**config.mk**
```make
export PLATFORM = sky130hd
export DESIGN_NAME = ex_mem_branch_stage_flat
export DESIGN_NICKNAME = d
export VERILOG_FILES = /design/src/rtl/ex_mem_branch_if.sv /design/src/rtl/ex_mem_branch_stage.sv /design/src/flat_wrapper.sv
export SDC_FILE = /design/constraint.sdc
export NUM_CORES = 1
export LEC_CHECK = 0
export ABC_CLOCK_PERIOD_IN_PS = 1550
export BUFFER_PORTS_ARGS = -buffer_cell sky130_fd_sc_hd__buf_2
export CAP_MARGIN = 20
export CELL_PAD_IN_SITES_DETAIL_PLACEMENT = 2
export CELL_PAD_IN_SITES_GLOBAL_PLACEMENT = 2
export CORE_AREA = 2 2 126 189
export CTS_CLUSTER_SIZE = 16
export DETAILED_ROUTE_END_ITERATION = 8
export DIE_AREA = 0 0 128 191
export GPL_TIMING_DRIVEN = 0
export MAX_ROUTING_LAYER = met4
export PLACE_DENSITY = 0.87
export SYNTH_ARGS = -nofsm -noshare
export SYNTH_HDL_FRONTEND = slang
export SYNTH_SLANG_ARGS = --single-unit
```
**constraint.sdc**
```tcl
create_clock -name clk -period 1.55 [get_ports clk]
set_input_delay 0.155 -clock clk [delete_from_list [all_inputs] [get_ports clk]]
set_output_delay 0.155 -clock clk [all_outputs]
set_load 0.01 [all_outputs]
```
**src/rtl/ex_mem_branch_if.sv**
```systemverilog
// EX -> EX/MEM bundle: EX-side fields and stall/flush in, registered MEM fields and redirect controls out.
// Optional BRANCH_STATS_EN adds the branch statistics counters to the bundle.
interface ex_mem_branch_if #(parameter int N = 32);
    logic           stall;
    logic           flush;
    logic           ex_valid;
    logic [N-1:0]   alu_w;
    logic           alu_zero;
    logic           alu_neg;
    logic [N-1:0]   ex_rs2;
    logic [4:0]     ex_rd;
    logic [N-1:0]   ex_pc_target;
    logic [N-1:0]   ex_pc_plus4;
    logic [2:0]     ex_branch;
    logic           ex_reg_write;
    logic           ex_mem_write;
    logic [1:0]     ex_result_src;

    logic           mem_valid;
    logic [N-1:0]   mem_alu_w;
    logic           mem_neg;
    logic [N-1:0]   mem_wdata;
    logic [4:0]     mem_rd;
    logic           mem_reg_write;
    logic           mem_mem_write;
    logic [1:0]     mem_result_src;
    logic [N-1:0]   mem_pc_plus4;
    logic           pc_src;
    logic [N-1:0]   pc_redirect;
    logic           flush_if_id;
    logic           flush_id_ex;

`ifdef BRANCH_STATS_EN
    logic [31:0]    br_resolved_cnt;
    logic [31:0]    br_taken_cnt;

    modport master (
        output stall, flush, ex_valid, alu_w, alu_zero, alu_neg, ex_rs2, ex_rd,
               ex_pc_target, ex_pc_plus4, ex_branch, ex_reg_write, ex_mem_write, ex_result_src,
        input  mem_valid, mem_alu_w, mem_neg, mem_wdata, mem_rd, mem_reg_write, mem_mem_write,
               mem_result_src, mem_pc_plus4, pc_src, pc_redirect, flush_if_id, flush_id_ex,
               br_resolved_cnt, br_taken_cnt
    );
    modport slave (
        input  stall, flush, ex_valid, alu_w, alu_zero, alu_neg, ex_rs2, ex_rd,
               ex_pc_target, ex_pc_plus4, ex_branch, ex_reg_write, ex_mem_write, ex_result_src,
        output mem_valid, mem_alu_w, mem_neg, mem_wdata, mem_rd, mem_reg_write, mem_mem_write,
               mem_result_src, mem_pc_plus4, pc_src, pc_redirect, flush_if_id, flush_id_ex,
               br_resolved_cnt, br_taken_cnt
    );
`else
    modport master (
        output stall, flush, ex_valid, alu_w, alu_zero, alu_neg, ex_rs2, ex_rd,
               ex_pc_target, ex_pc_plus4, ex_branch, ex_reg_write, ex_mem_write, ex_result_src,
        input  mem_valid, mem_alu_w, mem_neg, mem_wdata, mem_rd, mem_reg_write, mem_mem_write,
               mem_result_src, mem_pc_plus4, pc_src, pc_redirect, flush_if_id, flush_id_ex
    );
    modport slave (
        input  stall, flush, ex_valid, alu_w, alu_zero, alu_neg, ex_rs2, ex_rd,
               ex_pc_target, ex_pc_plus4, ex_branch, ex_reg_write, ex_mem_write, ex_result_src,
        output mem_valid, mem_alu_w, mem_neg, mem_wdata, mem_rd, mem_reg_write, mem_mem_write,
               mem_result_src, mem_pc_plus4, pc_src, pc_redirect, flush_if_id, flush_id_ex
    );
`endif
endinterface

```
**src/rtl/ex_mem_branch_stage.sv**
```systemverilog
// EX/MEM register with branch resolution and a RUN/REDIRECT FSM; redirect is 1 cycle after the branch is in EX.
// Stall holds EX/MEM, flush/redirect capture a bubble (redirect beats stall). Optional counters: BRANCH_STATS_EN.
module ex_mem_branch_stage #(
    parameter int N = 32
) (
    input  logic                   clk,
    input  logic                   rst,
    ex_mem_branch_if.slave         io_stage
);
    localparam logic [2:0] BR_NONE = 3'b000;
    localparam logic [2:0] BR_BEQ  = 3'b001;
    localparam logic [2:0] BR_BNE  = 3'b010;
    localparam logic [2:0] BR_BLT  = 3'b011;
    localparam logic [2:0] BR_BGE  = 3'b100;
    localparam logic [2:0] BR_JAL  = 3'b101;
    localparam logic [2:0] BR_JALR = 3'b110;
    localparam logic [2:0] BR_RSVD = 3'b111;

    typedef enum logic {S_RUN = 1'b0, S_REDIRECT = 1'b1} state_t;

    state_t         r_state;
    state_t         w_state_nxt;

    logic           w_cond;
    logic           w_is_branch;
    logic           w_resolve;
    logic           w_taken;
    logic [N-1:0]   w_target;
    logic           w_pc_src;
    logic           w_flush_if_id;
    logic           w_flush_id_ex;

    logic           r_mem_valid;
    logic [N-1:0]   r_mem_alu_w;
    logic           r_mem_neg;
    logic [N-1:0]   r_mem_wdata;
    logic [4:0]     r_mem_rd;
    logic           r_mem_reg_write;
    logic           r_mem_mem_write;
    logic [1:0]     r_mem_result_src;
    logic [N-1:0]   r_mem_pc_plus4;
    logic [N-1:0]   r_pc_redirect;

    // BLT/BGE arrive as SLT results, so the zero flag alone decides them.
    always_comb begin
        w_cond = 1'b0;
        case (io_stage.ex_branch)
            BR_BEQ:  w_cond = io_stage.alu_zero;
            BR_BNE:  w_cond = ~io_stage.alu_zero;
            BR_BLT:  w_cond = ~io_stage.alu_zero;
            BR_BGE:  w_cond = io_stage.alu_zero;
            BR_JAL:  w_cond = 1'b1;
            BR_JALR: w_cond = 1'b1;
            default: w_cond = 1'b0;
        endcase
    end

    assign w_is_branch = (io_stage.ex_branch != BR_NONE) && (io_stage.ex_branch != BR_RSVD);
    assign w_resolve   = io_stage.ex_valid & w_is_branch & (r_state == S_RUN)
                       & ~io_stage.stall & ~io_stage.flush;
    assign w_taken     = w_resolve & w_cond;
    assign w_target    = (io_stage.ex_branch == BR_JALR) ? {io_stage.alu_w[N-1:1], 1'b0}
                                                         : io_stage.ex_pc_target;

    always_ff @(posedge clk) begin
        if (rst) begin
            r_state <= S_RUN;
        end else begin
            r_state <= w_state_nxt;
        end
    end

    always_comb begin
        w_state_nxt = r_state;
        case (r_state)
            S_RUN:      if (w_taken) w_state_nxt = S_REDIRECT;
            S_REDIRECT: w_state_nxt = S_RUN;
            default:    w_state_nxt = S_RUN;
        endcase
    end

    always_comb begin
        w_pc_src      = 1'b0;
        w_flush_if_id = 1'b0;
        w_flush_id_ex = 1'b0;
        if (r_state == S_REDIRECT) begin
            w_pc_src      = 1'b1;
            w_flush_if_id = 1'b1;
            w_flush_id_ex = 1'b1;
        end
    end

    always_ff @(posedge clk) begin
        if (rst) begin
            r_pc_redirect <= '0;
        end else if (w_taken) begin
            r_pc_redirect <= w_target;
        end
    end

    // The instruction sitting in EX during REDIRECT is wrong-path: bubble it even when stalled.
    always_ff @(posedge clk) begin
        if (rst) begin
            r_mem_valid      <= 1'b0;
            r_mem_alu_w      <= '0;
            r_mem_neg        <= 1'b0;
            r_mem_wdata      <= '0;
            r_mem_rd         <= '0;
            r_mem_reg_write  <= 1'b0;
            r_mem_mem_write  <= 1'b0;
            r_mem_result_src <= '0;
            r_mem_pc_plus4   <= '0;
        end else if ((r_state == S_REDIRECT) || io_stage.flush) begin
            r_mem_valid      <= 1'b0;
            r_mem_reg_write  <= 1'b0;
            r_mem_mem_write  <= 1'b0;
        end else if (!io_stage.stall) begin
            r_mem_valid      <= io_stage.ex_valid;
            r_mem_alu_w      <= io_stage.alu_w;
            r_mem_neg        <= io_stage.alu_neg;
            r_mem_wdata      <= io_stage.ex_rs2;
            r_mem_rd         <= io_stage.ex_rd;
            r_mem_reg_write  <= io_stage.ex_reg_write & io_stage.ex_valid;
            r_mem_mem_write  <= io_stage.ex_mem_write & io_stage.ex_valid;
            r_mem_result_src <= io_stage.ex_result_src;
            r_mem_pc_plus4   <= io_stage.ex_pc_plus4;
        end
    end

    assign io_stage.mem_valid      = r_mem_valid;
    assign io_stage.mem_alu_w      = r_mem_alu_w;
    assign io_stage.mem_neg        = r_mem_neg;
    assign io_stage.mem_wdata      = r_mem_wdata;
    assign io_stage.mem_rd         = r_mem_rd;
    assign io_stage.mem_reg_write  = r_mem_reg_write;
    assign io_stage.mem_mem_write  = r_mem_mem_write;
    assign io_stage.mem_result_src = r_mem_result_src;
    assign io_stage.mem_pc_plus4   = r_mem_pc_plus4;
    assign io_stage.pc_src         = w_pc_src;
    assign io_stage.pc_redirect    = r_pc_redirect;
    assign io_stage.flush_if_id    = w_flush_if_id;
    assign io_stage.flush_id_ex    = w_flush_id_ex;

`ifdef BRANCH_STATS_EN
    logic [31:0]    r_br_resolved_cnt;
    logic [31:0]    r_br_taken_cnt;

    always_ff @(posedge clk) begin
        if (rst) begin
            r_br_resolved_cnt <= '0;
            r_br_taken_cnt    <= '0;
        end else begin
            if (w_resolve) r_br_resolved_cnt <= r_br_resolved_cnt + 32'd1;
            if (w_taken)   r_br_taken_cnt    <= r_br_taken_cnt + 32'd1;
        end
    end

    assign io_stage.br_resolved_cnt = r_br_resolved_cnt;
    assign io_stage.br_taken_cnt    = r_br_taken_cnt;
`endif

endmodule

```
**src/flat_wrapper.sv**
```systemverilog
// flat-port wrapper written by rule: the top's interface ports become plain ports
module ex_mem_branch_stage_flat 
#(
    parameter int N = 32
)
  (clk, rst, io_stage_stall, io_stage_flush, io_stage_ex_valid, io_stage_alu_w, io_stage_alu_zero, io_stage_alu_neg, io_stage_ex_rs2, io_stage_ex_rd, io_stage_ex_pc_target, io_stage_ex_pc_plus4, io_stage_ex_branch, io_stage_ex_reg_write, io_stage_ex_mem_write, io_stage_ex_result_src, io_stage_mem_valid, io_stage_mem_alu_w, io_stage_mem_neg, io_stage_mem_wdata, io_stage_mem_rd, io_stage_mem_reg_write, io_stage_mem_mem_write, io_stage_mem_result_src, io_stage_mem_pc_plus4, io_stage_pc_src, io_stage_pc_redirect, io_stage_flush_if_id, io_stage_flush_id_ex);
  ex_mem_branch_if #(.N(N)) io_stage_i ();
  input  logic clk;
  input  logic rst;
  input wire logic [$bits(io_stage_i.stall)-1:0] io_stage_stall;
  input wire logic [$bits(io_stage_i.flush)-1:0] io_stage_flush;
  input wire logic [$bits(io_stage_i.ex_valid)-1:0] io_stage_ex_valid;
  input wire logic [$bits(io_stage_i.alu_w)-1:0] io_stage_alu_w;
  input wire logic [$bits(io_stage_i.alu_zero)-1:0] io_stage_alu_zero;
  input wire logic [$bits(io_stage_i.alu_neg)-1:0] io_stage_alu_neg;
  input wire logic [$bits(io_stage_i.ex_rs2)-1:0] io_stage_ex_rs2;
  input wire logic [$bits(io_stage_i.ex_rd)-1:0] io_stage_ex_rd;
  input wire logic [$bits(io_stage_i.ex_pc_target)-1:0] io_stage_ex_pc_target;
  input wire logic [$bits(io_stage_i.ex_pc_plus4)-1:0] io_stage_ex_pc_plus4;
  input wire logic [$bits(io_stage_i.ex_branch)-1:0] io_stage_ex_branch;
  input wire logic [$bits(io_stage_i.ex_reg_write)-1:0] io_stage_ex_reg_write;
  input wire logic [$bits(io_stage_i.ex_mem_write)-1:0] io_stage_ex_mem_write;
  input wire logic [$bits(io_stage_i.ex_result_src)-1:0] io_stage_ex_result_src;
  output wire logic [$bits(io_stage_i.mem_valid)-1:0] io_stage_mem_valid;
  output wire logic [$bits(io_stage_i.mem_alu_w)-1:0] io_stage_mem_alu_w;
  output wire logic [$bits(io_stage_i.mem_neg)-1:0] io_stage_mem_neg;
  output wire logic [$bits(io_stage_i.mem_wdata)-1:0] io_stage_mem_wdata;
  output wire logic [$bits(io_stage_i.mem_rd)-1:0] io_stage_mem_rd;
  output wire logic [$bits(io_stage_i.mem_reg_write)-1:0] io_stage_mem_reg_write;
  output wire logic [$bits(io_stage_i.mem_mem_write)-1:0] io_stage_mem_mem_write;
  output wire logic [$bits(io_stage_i.mem_result_src)-1:0] io_stage_mem_result_src;
  output wire logic [$bits(io_stage_i.mem_pc_plus4)-1:0] io_stage_mem_pc_plus4;
  output wire logic [$bits(io_stage_i.pc_src)-1:0] io_stage_pc_src;
  output wire logic [$bits(io_stage_i.pc_redirect)-1:0] io_stage_pc_redirect;
  output wire logic [$bits(io_stage_i.flush_if_id)-1:0] io_stage_flush_if_id;
  output wire logic [$bits(io_stage_i.flush_id_ex)-1:0] io_stage_flush_id_ex;
  assign io_stage_i.stall = io_stage_stall;
  assign io_stage_i.flush = io_stage_flush;
  assign io_stage_i.ex_valid = io_stage_ex_valid;
  assign io_stage_i.alu_w = io_stage_alu_w;
  assign io_stage_i.alu_zero = io_stage_alu_zero;
  assign io_stage_i.alu_neg = io_stage_alu_neg;
  assign io_stage_i.ex_rs2 = io_stage_ex_rs2;
  assign io_stage_i.ex_rd = io_stage_ex_rd;
  assign io_stage_i.ex_pc_target = io_stage_ex_pc_target;
  assign io_stage_i.ex_pc_plus4 = io_stage_ex_pc_plus4;
  assign io_stage_i.ex_branch = io_stage_ex_branch;
  assign io_stage_i.ex_reg_write = io_stage_ex_reg_write;
  assign io_stage_i.ex_mem_write = io_stage_ex_mem_write;
  assign io_stage_i.ex_result_src = io_stage_ex_result_src;
  assign io_stage_mem_valid = io_stage_i.mem_valid;
  assign io_stage_mem_alu_w = io_stage_i.mem_alu_w;
  assign io_stage_mem_neg = io_stage_i.mem_neg;
  assign io_stage_mem_wdata = io_stage_i.mem_wdata;
  assign io_stage_mem_rd = io_stage_i.mem_rd;
  assign io_stage_mem_reg_write = io_stage_i.mem_reg_write;
  assign io_stage_mem_mem_write = io_stage_i.mem_mem_write;
  assign io_stage_mem_result_src = io_stage_i.mem_result_src;
  assign io_stage_mem_pc_plus4 = io_stage_i.mem_pc_plus4;
  assign io_stage_pc_src = io_stage_i.pc_src;
  assign io_stage_pc_redirect = io_stage_i.pc_redirect;
  assign io_stage_flush_if_id = io_stage_i.flush_if_id;
  assign io_stage_flush_id_ex = io_stage_i.flush_id_ex;
  ex_mem_branch_stage #(.N(N)) u_core (.clk(clk), .rst(rst), .io_stage(io_stage_i));
endmodule
```
# Word-level counts from Yosys, hierarchy flattened
# Index checks and enable logic that the tools add are counted.
[totals] output_inout_bits=142 mem_count=0 latchBits=0 regBits=140 ram_bits=0 in_bits=147 mem_bits_ro=0
[op_classes] div=0 multipliers=0 eq_ne=7 n_reduce_logical=8 bitwise=12 n_mux=5 shift=0 add_sub_neg=0 n_lt_le_gt_ge=0
[op_table] op="32-bit 2-to-1 mux" count=1
[op_table] op="3-bit == test (second input constant)" count=3
[op_table] op="2-bit OR reduction" count=4
[op_table] op="1-bit bitwise AND" count=7
[op_table] op="3-bit by 2-bit == test with 1-bit output (second input constant)" count=2
[op_table] op="1-bit NOT" count=5
[op_table] op="3-bit by 1-bit == test with 1-bit output (second input constant)" count=1
[op_table] op="3-bit != test (second input constant)" count=1
[op_table] op="1-bit one-hot mux with 3 select lines" count=1
[op_table] op="3-bit nonzero test" count=1
[op_table] op="1-bit 2-to-1 mux" count=2
[op_table] op="1-bit one-hot mux with 2 select lines" count=1
[op_table] op="2-bit AND reduction" count=1
[op_table] op="1-bit logical AND" count=1
[op_table] op="1-bit logical OR" count=1

# Depth between registers and ports, before layout
# Gate-level depths: netlist (run 1).
[depth] depth_word=9 ltp_mapped=6

# Least setup slack after synthesis (run 1)
# No wires, ideal clock.
[synth_path] path_type="reg-to-reg" startpoint="register u_core.r_state" endpoint="register u_core.r_mem_alu_w[10], in the netlist u_core.io_stage.mem_alu_w[10]" arrival_ns=1.312 stages_incl_launch_ff=7 slack_ns=0.105 period_less_slack_ns=1.445 n_path_buf=3 setup_ns=0.132 path_cell_list="dfxtp_1 > or3_1 > buf_2 > buf_2 > buf_2 > nand2_1 > a21oi_1"
[synth_between] elab_chain_len=3
[synth_rtl] item="start: declaration" line_no="ex_mem_branch_stage.sv:21" text="state_t r_state;"
[synth_rtl] item="start signal: assignment" line_no="ex_mem_branch_stage.sv:69" text="r_state <= w_state_nxt;"
[synth_rtl] item="1-bit logical OR" line_no="ex_mem_branch_stage.sv:113" text="end else if ((r_state == S_REDIRECT) || io_stage.flush) begin"
[synth_rtl] item="1-bit NOT (no source line)"
[synth_rtl] item="2-bit AND reduction (no source line)"
[synth_rtl] item="end signal: assignment" line_no="ex_mem_branch_stage.sv:119" text="r_mem_alu_w <= io_stage.alu_w;"
[synth_rtl] item="end: declaration" line_no="ex_mem_branch_stage.sv:34" text="logic [N-1:0] r_mem_alu_w;"
# No other way between the ends.
# A chain may end at the register's enable or synchronous reset.

# Worst setup path after layout (run 1)
[layout_path] startpoint="register u_core.r_state" endpoint="register u_core.r_mem_pc_plus4[23], in the netlist u_core.io_stage.mem_pc_plus4[23]"
[layout_between] elab_chain_len=3
[layout_rtl] item="1-bit logical OR" line_no="ex_mem_branch_stage.sv:113"
[layout_rtl] item="1-bit NOT (no source line)"
[layout_rtl] item="2-bit AND reduction (no source line)"
[layout_rtl] item="end signal: assignment" line_no="ex_mem_branch_stage.sv:126" text="r_mem_pc_plus4 <= io_stage.ex_pc_plus4;"
[layout_rtl] item="end: declaration" line_no="ex_mem_branch_stage.sv:41" text="logic [N-1:0] r_mem_pc_plus4;"
# No other way between the ends.

==> impl_metrics.yaml, run 1 <==
drt:
  dr_total_vias: 6357
  routed_wirelength_um: 28600
  via_per_inst: 4.76
  dr.pass1.iters: 4
  drtAntennaViolNets: 0
  post-route-drc-count: 0
  routedWlPerCell_um: 21.4
  drt_iter0_markers: 183
flow_run:
  maxCapViolations: 0
timing:
  finalSetupViolCount: 0
  fin_hold_ws_ns: 0.0453
  slew_violations: 0
  fin_skew_ns: 0.00352
  fmax_ghz: 0.682
  hold_viol: 0
  slew_headroom_pct: 41.4
  min_period_ns: 1.47
  fin_crit_sh_pct: 94.6
  rsz0062_at_grt: "no"
  finalSetupTns_ns: 0
  worstMarginPinSlew_ns: 0.879
yosys:
  synth_compound_gate_area_share_pct: 20.7
  netlist_area_um2: 5400
  synthMuxAreaShare_pct: 6.12
  avgSynthCellArea_um2: 8.69
  yosysUniqueCellTypes: 23
  yosysSeqAreaShare_pct: 51.9
  synthXorXnorAreaFrac_pct: 0
  synth_nets: 768
  synth-simple-area-share_pct: 16.1
  synth_cells: 621
  synth_adder_area_share_pct: 0
  synth_top_family_by_area: "compound AO/OA/AOI/OAI gates"
  yosysWarnings: 0
  ys_ff_latch: 140
worst_setup_path:
  worstPathMaxFanout: 10
  reg2reg_slack_ns: 0.08
  critPathLaunchType: "register"
  endpoint_kind: "register"
  critical_path.cell_chain: "or3_4, clkbuf_1, nand2_1, a21oi_1"
  cp_slowest_cell: "or3_4"
  path_class: "reg2reg"
  crit_arrival_ns: 1.75
  max_stage_delay_ns: 0.42
  critical_path_required_ns: 1.83
grt:
  grt_max_degree: 17
  grt_overflow: 0
  grt_pass1_vias: 7415
  grt_antenna_before_repair: 3
  grt_pass1_wl_um: 43100
  grt.total_usage_pct: 24.1
power:
  pwr-share-seq_pct: 39.7
  power.static_leakage_nw: 4.21
  switching_share_pct: 25.6
  internal-power_mw: 7.24
  ir_drop_uv: 679
  combPwrFrac_pct: 14.7
  p_per_area_nw_per_um2: 1080
  p_sw_mw: 2.49
  pwr-share-clk_pct: 45.6
cts:
  clockBufferDepth: 2
  cts_sinks: 140
  cts_buffers: 17
  clk_latency_ns: 0.43
  clk_pin_slew_ns: 0.06
  cts_tree: "done"
  root_buffer: "clkbuf_16"
  htree_num_levels: 4
final_layout:
  layout_commonest_cell: "buf_2"
  num-fill-cells: 2543
  syn_to_final_growth_pct: 67.0
  nets: 1185
  fin_cells: 1336
  final_cell_mix: "buf_2 (296), nand2_1 (208), dfxtp_1 (139)"
  drive_gt1_share_pct: 37.3
  final_area_um2: 9020
placement:
  place_inst: 1189
  gp_congestion: 0.803
  place_area_um2: 7190
  port_buffers: 288
  dp_hpwl_um: 17500
floorplan:
  die_w_um: 128
  coreArea_um2: 22800
  initial_core_util_pct: 23.7
  io_pins: 289
  rows: 68
  die_y_um: 191
  die_area_um2: 24400
outcome:
  status: "finished clean"
hold_path:
  hold_class: "in2reg"
==> power by group through the flow <==
stage / registers [mW] / logic [mW] / clock network (mW)
after floorplan: 4.00 / 0.476 / 0
after global placement: 3.92 / 1.09 / 0
after detailed placement: 3.93 / 1.13 / 0
after CTS: 3.85 / 1.38 / 4.52
after global routing: 3.88 / 1.56 / 4.68
final: 3.86 / 1.43 / 4.43
==> registers in the layout (all words and copies together) (netlist names) <==
register / cells
u_core.io_stage.mem_alu_w: 32
u_core.io_stage.mem_mem_write: 1
u_core.io_stage.mem_neg: 1
u_core.io_stage.mem_pc_plus4: 32
u_core.io_stage.mem_rd: 5
u_core.io_stage.mem_reg_write: 1
u_core.io_stage.mem_result_src: 2
u_core.io_stage.mem_valid: 1
u_core.io_stage.mem_wdata: 32
u_core.io_stage.pc_redirect: 32
u_core.r_state: 1
==> metal layers <==
layer | vias to the layer above | part of all wire, % | GRT usage [%]
li1 | 2925 | - | -
met5 | - | 0 | -
met4 | 0 | 6.1 | 14.7
met3 | 96 | 3.8 | 4.87
met1 | 3094 | 35 | 22.3
met2 | 242 | 55 | 45.1
==> stage by stage <==
step | power (mW) | utilization, % | setup WS [ns]
6_report | 9.73 | 39.5 | 0.0844
5_1_grt | 10.1 | 39.5 | 0.0207
4_1_cts | 9.74 | 39.2 | 0.000569
3_5_place_dp | 5.06 | 31.5 | -0.294
3_3_place_gp | 5.00 | 31.5 | -0.242
2_1_floorplan | 4.48 | - | 0.105
==> what timing repair did <==
item | CTS | global route
gates resized for setup | 19 | 25
setup endpoints to repair | 134 | 96
hold buffers | 105 | 0
cloned | 0 | 1
buffers inserted | 2 | 3
hold endpoints to repair | 105 | 0
==> path summary, 6_finish.rpt <==
kind,startpoint,to,depth (start not counted)
hold reg to reg,u_core.io_stage.mem_wdata[19],u_core.io_stage.mem_wdata[19],2
setup / recovery,u_core.r_state,u_core.io_stage.mem_pc_plus4[23],4
hold / removal,io_stage_alu_w[12],u_core.io_stage.mem_alu_w[12],3
setup reg to reg,u_core.r_state,u_core.io_stage.mem_pc_plus4[23],4
==> cell type report <==
class                   count  area [um^2]  area share, %
inverters                   1         3.75         0.0416
diodes                      5         12.5          0.139
well taps                 280          350           3.89
multi-input cells         427         2330           25.8
plain buffers              52          347           3.84
repair buffers            399         2550           28.3
clock inverters             7          135           1.50
clock buffers              25          485           5.38
flip-flops and latches    140         2810           31.1
==> cell families (layout without fill, tap and decap cells) <==
logic type             count (synthesis)  count (layout)
multiplexers                          33              33
flip-flops                           140             140
AO/OA/AOI/OAI                        173             173
buffers and inverters                 54             484
other                                  0               5
AND/OR/NAND/NOR                      221             221
==> synth_stat cells (all sizes together) <==
master	n	area, um^2
o21a	1	7.51
a21oi	136	681
nand2b	1	6.26
nand2	208	781
a21o	1	7.51
clkbuf	26	97.6
mux2i	33	330
a211oi	31	383
o221ai	1	15.0
nor3	2	26.3
nand3b	2	15.0
inv	1	3.75
a22oi	2	15.0
buf	27	178
dfxtp	140	2800
or3	2	12.5
and2b	1	7.51
nor2	5	18.8
o221a	1	11.3
==> worst max-delay path, delay by kind of cell, from the launching register on <==
kind                   cells  cell delay (ns)
AOI/OAI and AO/OA          1             0.10
and+or+nand+nor            2             0.56
buffers and inverters      1             0.28
DFF                        1             0.37
Power figures use the tool's default switching activity.
==> inputs of run 2 (changes only) <==
--- a/config.mk
+++ b/config.mk
@@ -5,7 +5,7 @@
 export SDC_FILE = /design/constraint.sdc
 export NUM_CORES = 1
 export LEC_CHECK = 0
-export ABC_CLOCK_PERIOD_IN_PS = 1550
+export ABC_CLOCK_PERIOD_IN_PS = 1400
 export BUFFER_PORTS_ARGS = -buffer_cell sky130_fd_sc_hd__buf_2
 export CAP_MARGIN = 20
 export CELL_PAD_IN_SITES_DETAIL_PLACEMENT = 2
==> constraint.sdc (replaced) <==
create_clock -name clk -period 1.4 [get_ports clk]
set_input_delay 0.14 -clock clk [delete_from_list [all_inputs] [get_ports clk]]
set_output_delay 0.14 -clock clk [all_outputs]
set_load 0.01 [all_outputs]
==> impl_metrics.yaml, run 2 (synthesis results as in run 1) <==
timing:
  fmax_ghz: 0.698
  fin_crit_sh_pct: 102
  worstMarginPinSlew_ns: 0.781
  finalSetupViolCount: 13
  slew_violations: 0
  fin_skew_ns: 0.00572
  rsz0062_at_grt: "yes"
  slew_headroom_pct: 48.0
  timing.final.ws_setup_ns: -0.0320
  finalSetupTns_ns: -0.122
  hold_viol: 0
  min_period_ns: 1.43
floorplan:
  die_area_um2: 24400
  die_y_um: 191
  coreArea_um2: 22800
  rows: 68
  initial_core_util_pct: 23.7
  io_pins: 289
  die_w_um: 128
final_layout:
  fin_cells: 1333
  final_cell_mix: "buf_2 (300), nand2_1 (194), dfxtp_1 (139)"
  drive_gt1_share_pct: 39.2
  final_area_um2: 8990
  nets: 1185
  syn_to_final_growth_pct: 66.6
  layout_commonest_cell: "buf_2"
  num-fill-cells: 2552
grt:
  grt_max_degree: 17
  grt_pass1_wl_um: 41800
  grt_antenna_before_repair: 7
  grt.total_usage_pct: 23.3
  grt_pass1_vias: 7449
  grt_overflow: 0
power:
  p_sw_mw: 2.69
  power_mw: 9.99
  power.static_leakage_nw: 4.18
  pwr-share-clk_pct: 41.1
  combPwrFrac_pct: 16.0
  internal-power_mw: 7.30
  p_per_area_nw_per_um2: 1110
  pwr-share-seq_pct: 42.8
  ir_drop_uv: 725
  switching_share_pct: 26.9
drt:
  drtAntennaViolNets: 0
  post-route-drc-count: 0
  drt_iter0_markers: 165
  routedWlPerCell_um: 21.2
  dr_total_vias: 6278
  routed_wirelength_um: 28200
  dr.pass1.iters: 4
  via_per_inst: 4.71
placement:
  gp_congestion: 0.783
  dp_hpwl_um: 17400
  port_buffers: 288
  place_inst: 1189
  place_area_um2: 7190
outcome:
  failed_checks: "negative setup slack"
  status: "complete, but fails checks"
cts:
  cts_buffers: 17
  clk_latency_ns: 0.42
  root_buffer: "clkbuf_16"
  htree_num_levels: 4
  clk_pin_slew_ns: 0.06
  cts_tree: "done"
  cts_sinks: 140
  clockBufferDepth: 2
worst_setup_path:
  max_stage_delay_ns: 0.41
  critical_path_required_ns: 1.67
  endpoint_kind: "register"
  cp_slowest_cell: "or3_4"
  critPathLaunchType: "register"
  critical_path.cell_chain: "or3_4, buf_12, buf_8, nand2_2, a21oi_1"
  reg2reg_slack_ns: -0.03
  crit_arrival_ns: 1.70
  worstPathMaxFanout: 10
  path_class: "reg2reg"
flow_run:
  maxCapViolations: 0
hold_path:
  hold_class: "in2reg"
run 2: cell types whose count changed in the layout (fill, tap and decap cells not counted), sizes merged:
cell,change
diode,+2
bufinv,-4
dlygate4sd3,+2
buf,+4
clkbuf,-7
run 2: power groups by stage:
stage | Clock (mW) | Combinational [mW] | Sequential [mW]
4_1_cts | 4.24 | 1.55 | 4.26
2_1_floorplan | 0 | 0.527 | 4.43
3_3_place_gp | 0 | 1.20 | 4.34
5_1_grt | 4.42 | 1.73 | 4.30
3_5_place_dp | 0 | 1.24 | 4.35
6_report | 4.11 | 1.60 | 4.28
run 2: layout make-up:
class	instances	area (um^2)	share of cell area (%)
antenna	7	17.5	0.195
clock buffer	24	492	5.47
clock inverter	3	15.0	0.167
timing repair buffer	400	2550	28.4
multi-input combinational	427	2390	26.6
tap	280	350	3.90
inverter	1	3.75	0.0417
sequential	140	2810	31.2
buffer	51	370	4.12
run 2: what timing repair did:
action | CTS | global route
setup endpoints to repair | 134 | 131
hold buffers | 107 | 0
pin swaps | 0 | 2
resized for setup | 45 | 22
buffers inserted | 3 | 2
hold endpoints to repair | 107 | 0
run 2: routing by layer:
layer	global-route usage, %	part of all wire [%]
met5	-	0
met4	14.0	5.5
met3	4.28	3.7
met2	43.7	56
met1	21.8	35
run 2: path summary, 6_finish.rpt:
check,from,endpoint,cells past startpoint
max,u_core.r_state,u_core.io_stage.mem_wdata[28],5
min,io_stage_ex_pc_target[31],u_core.io_stage.pc_redirect[31],3
max reg2reg,u_core.r_state,u_core.io_stage.mem_wdata[28],5
min reg2reg,u_core.io_stage.mem_alu_w[16],u_core.io_stage.mem_alu_w[16],2
run 2: worst max-delay path: cells and delay by family, from the launching register on:
kind	cells	cell delay, ns
simple gates	2	0.49
flops	1	0.37
buf+inv	2	0.33
compound gates	1	0.08
run 2: stage by stage:
stage	worst slack [ns]	util [%]	hold slack (ns)
after floorplan	0.0102	-	0.276
after global placement	-0.279	31.5	0.373
after detailed placement	-0.310	31.5	0.389
after CTS	-0.0676	39.1	0.0457
after global routing	-0.0746	39.4	0.0903
final	-0.0320	39.4	0.0714
==> inputs of run 3 (changes only) <==
--- a/config.mk
+++ b/config.mk
@@ -10,13 +10,13 @@
 export CAP_MARGIN = 20
 export CELL_PAD_IN_SITES_DETAIL_PLACEMENT = 2
 export CELL_PAD_IN_SITES_GLOBAL_PLACEMENT = 2
-export CORE_AREA = 2 2 126 189
+export CORE_AREA = 2 2 153 155
 export CTS_CLUSTER_SIZE = 16
 export DETAILED_ROUTE_END_ITERATION = 8
-export DIE_AREA = 0 0 128 191
+export DIE_AREA = 0 0 155 157
 export GPL_TIMING_DRIVEN = 0
 export MAX_ROUTING_LAYER = met4
-export PLACE_DENSITY = 0.87
+export PLACE_DENSITY = 0.88
 export SYNTH_ARGS = -nofsm -noshare
 export SYNTH_HDL_FRONTEND = slang
 export SYNTH_SLANG_ARGS = --single-unit
==> impl_metrics.yaml, run 3 (synthesis results as in run 1) <==
outcome:
  status: "complete, but fails checks"
  failed_checks: "negative hold slack, negative setup slack"
power:
  p_per_area_nw_per_um2: 1190
  power.static_leakage_nw: 4.23
  ir_drop_uv: 692
timing:
  hold_viol: 1
  slew_headroom_pct: 40.6
  finalSetupViolCount: 50
  fmax_ghz: 0.679
  fin_hold_ws_ns: -0.00317
  fin_skew_ns: 0.00621
  rsz0062_at_grt: "yes"
  worstMarginPinSlew_ns: 0.892
  timing.final.ws_setup_ns: -0.0726
  fin_crit_sh_pct: 105
  min_period_ns: 1.47
  slew_violations: 0
drt:
  via_per_inst: 4.56
  route.met2.wl_um: 14700
  routed_wirelength_um: 27400
  routed.top_layer: "met4"
  post-route-drc-count: 0
  dr.pass1.iters: 4
  wl_met3_um: 1140
  routedWlPerCell_um: 20.5
  dr_total_vias: 6102
  drt_iter0_markers: 140
  drtAntennaViolNets: 0
  wl_met1_um: 10500
cts:
  clk_latency_ns: 0.42
  root_buffer: "clkbuf_16"
  htree_num_levels: 4
  cts_sinks: 140
  cts_buffers: 17
  clk_pin_slew_ns: 0.07
  cts_tree: "done"
  clockBufferDepth: 2
worst_setup_path:
  crit_start: "u_core.r_state"
  endpoint_kind: "register"
  r2r_cells: 5
  max_stage_delay_ns: 0.46
  critical_path.cell_chain: "or3_4, buf_12, buf_8, nand2_1, a21oi_2"
  r2r-start: "u_core.r_state"
  critPathLaunchType: "register"
  critical_path_required_ns: 1.68
  reg2reg_slack_ns: -0.07
  cp_slowest_cell: "or3_4"
  cp-endpoint: "u_core.io_stage.mem_wdata[30]"
  worstPathMaxFanout: 10
  path_class: "reg2reg"
  r2r-end: "u_core.io_stage.mem_wdata[30]"
  crit_arrival_ns: 1.75
final_layout:
  drive_gt1_share_pct: 39.8
  fin_cells: 1337
  num-fill-cells: 2498
  layout_commonest_cell: "buf_2"
  final_cell_mix: "buf_2 (293), nand2_1 (194), dfxtp_1 (139)"
  nets: 1182
  syn_to_final_growth_pct: 69.1
hold_path:
  hold_class: "in2reg"
floorplan:
  initial_core_util_pct: 24.0
  rows: 55
  io_pins: 289
  coreArea_um2: 22500
  die_area_um2: 24300
  die_y_um: 157
  die_w_um: 155
placement:
  gp_congestion: 0.752
  place_inst: 1194
  port_buffers: 288
  dp_hpwl_um: 17400
grt:
  grt_max_degree: 17
  grt_pass1_vias: 7213
  grt_overflow: 0
  grt.total_usage_pct: 22.6
  grt_antenna_before_repair: 4
  grt_pass1_wl_um: 40800
flow_run:
  maxCapViolations: 0
[run 3: worst min path at each step]
| stage | start | to | slack, ns | cells past startpoint |
|---|---|---|---|---|
| CTS | io_stage_ex_pc_target[0] | u_core.io_stage.pc_redirect[0] | 0.0006 | 3 |
| global route | io_stage_ex_mem_write | u_core.io_stage.mem_mem_write | 0.03 | 3 |
| global placement | io_stage_ex_reg_write | u_core.io_stage.mem_reg_write | 0.37 | 3 |
| detailed placement | io_stage_ex_pc_plus4[7] | u_core.io_stage.mem_pc_plus4[7] | 0.39 | 3 |
| floorplan | io_stage_alu_w[0] | u_core.io_stage.mem_alu_w[0] | 0.28 | 2 |
| finish | io_stage_ex_mem_write | u_core.io_stage.mem_mem_write | -0.003 | 3 |
[run 3: critical path: cells and delay by family (launching register included)]
kind | cells | cell delay (ns)
AO/OA/AOI/OAI | 1 | 0.08
buffers and inverters | 2 | 0.32
flip-flops | 1 | 0.37
AND/OR/NAND/NOR | 2 | 0.56
[run 3: repair_timing]
item | 4_1_cts | 5_1_grt
setup endpoints to repair | 134 | 130
gates resized for setup | 38 | 48
hold buffers | 103 | 1
pin swaps | 1 | 0
endpoints found under the hold margin | 103 | 1
buffers inserted | 5 | 0
gates cloned | 0 | 1
[run 3: layer usage]
layer  GRT usage, %  up-vias
met5              -        -
met4           10.6        0
met3           4.16       61
met2           41.9      207
met1           23.2     2915
li1               -     2919
[run 3: report_power, final]
group | switching (mW) | total [mW] | internal [mW] | leakage, nW
Clock | 1.89 | 4.95 | 3.06 | 0.306
Combinational | 0.858 | 1.61 | 0.748 | 2.78
Sequential | 0.107 | 4.27 | 4.17 | 1.14
[run 3: layout make-up]
class | instances | area, um^2 | share of cell area (%)
Sequential cell | 140 | 2810 | 30.7
Timing Repair Buffer | 398 | 2540 | 27.9
Multi-Input combinational cell | 427 | 2390 | 26.2
Clock buffer | 20 | 447 | 4.89
Buffer | 50 | 385 | 4.22
Tap cell | 285 | 357 | 3.91
Clock inverter | 12 | 185 | 2.03
Antenna cell | 4 | 10.0 | 0.110
Inverter | 1 | 3.75 | 0.0411
[run 3: per-stage QoR]
stage	setup WS [ns]	total power, mW	instance area, um^2	setup TNS (ns)	utilization [%]
after floorplan	0.0102	4.95	5400	0	-
after global placement	-0.384	5.54	7200	-35.42	32.0
after detailed placement	-0.497	5.60	7200	-41.82	32.0
after CTS	-0.0829	10.9	9000	-3.33	40.0
after global routing	-0.106	11.3	9130	-4.50	40.6
final	-0.0726	10.8	9130	-1.59	40.6
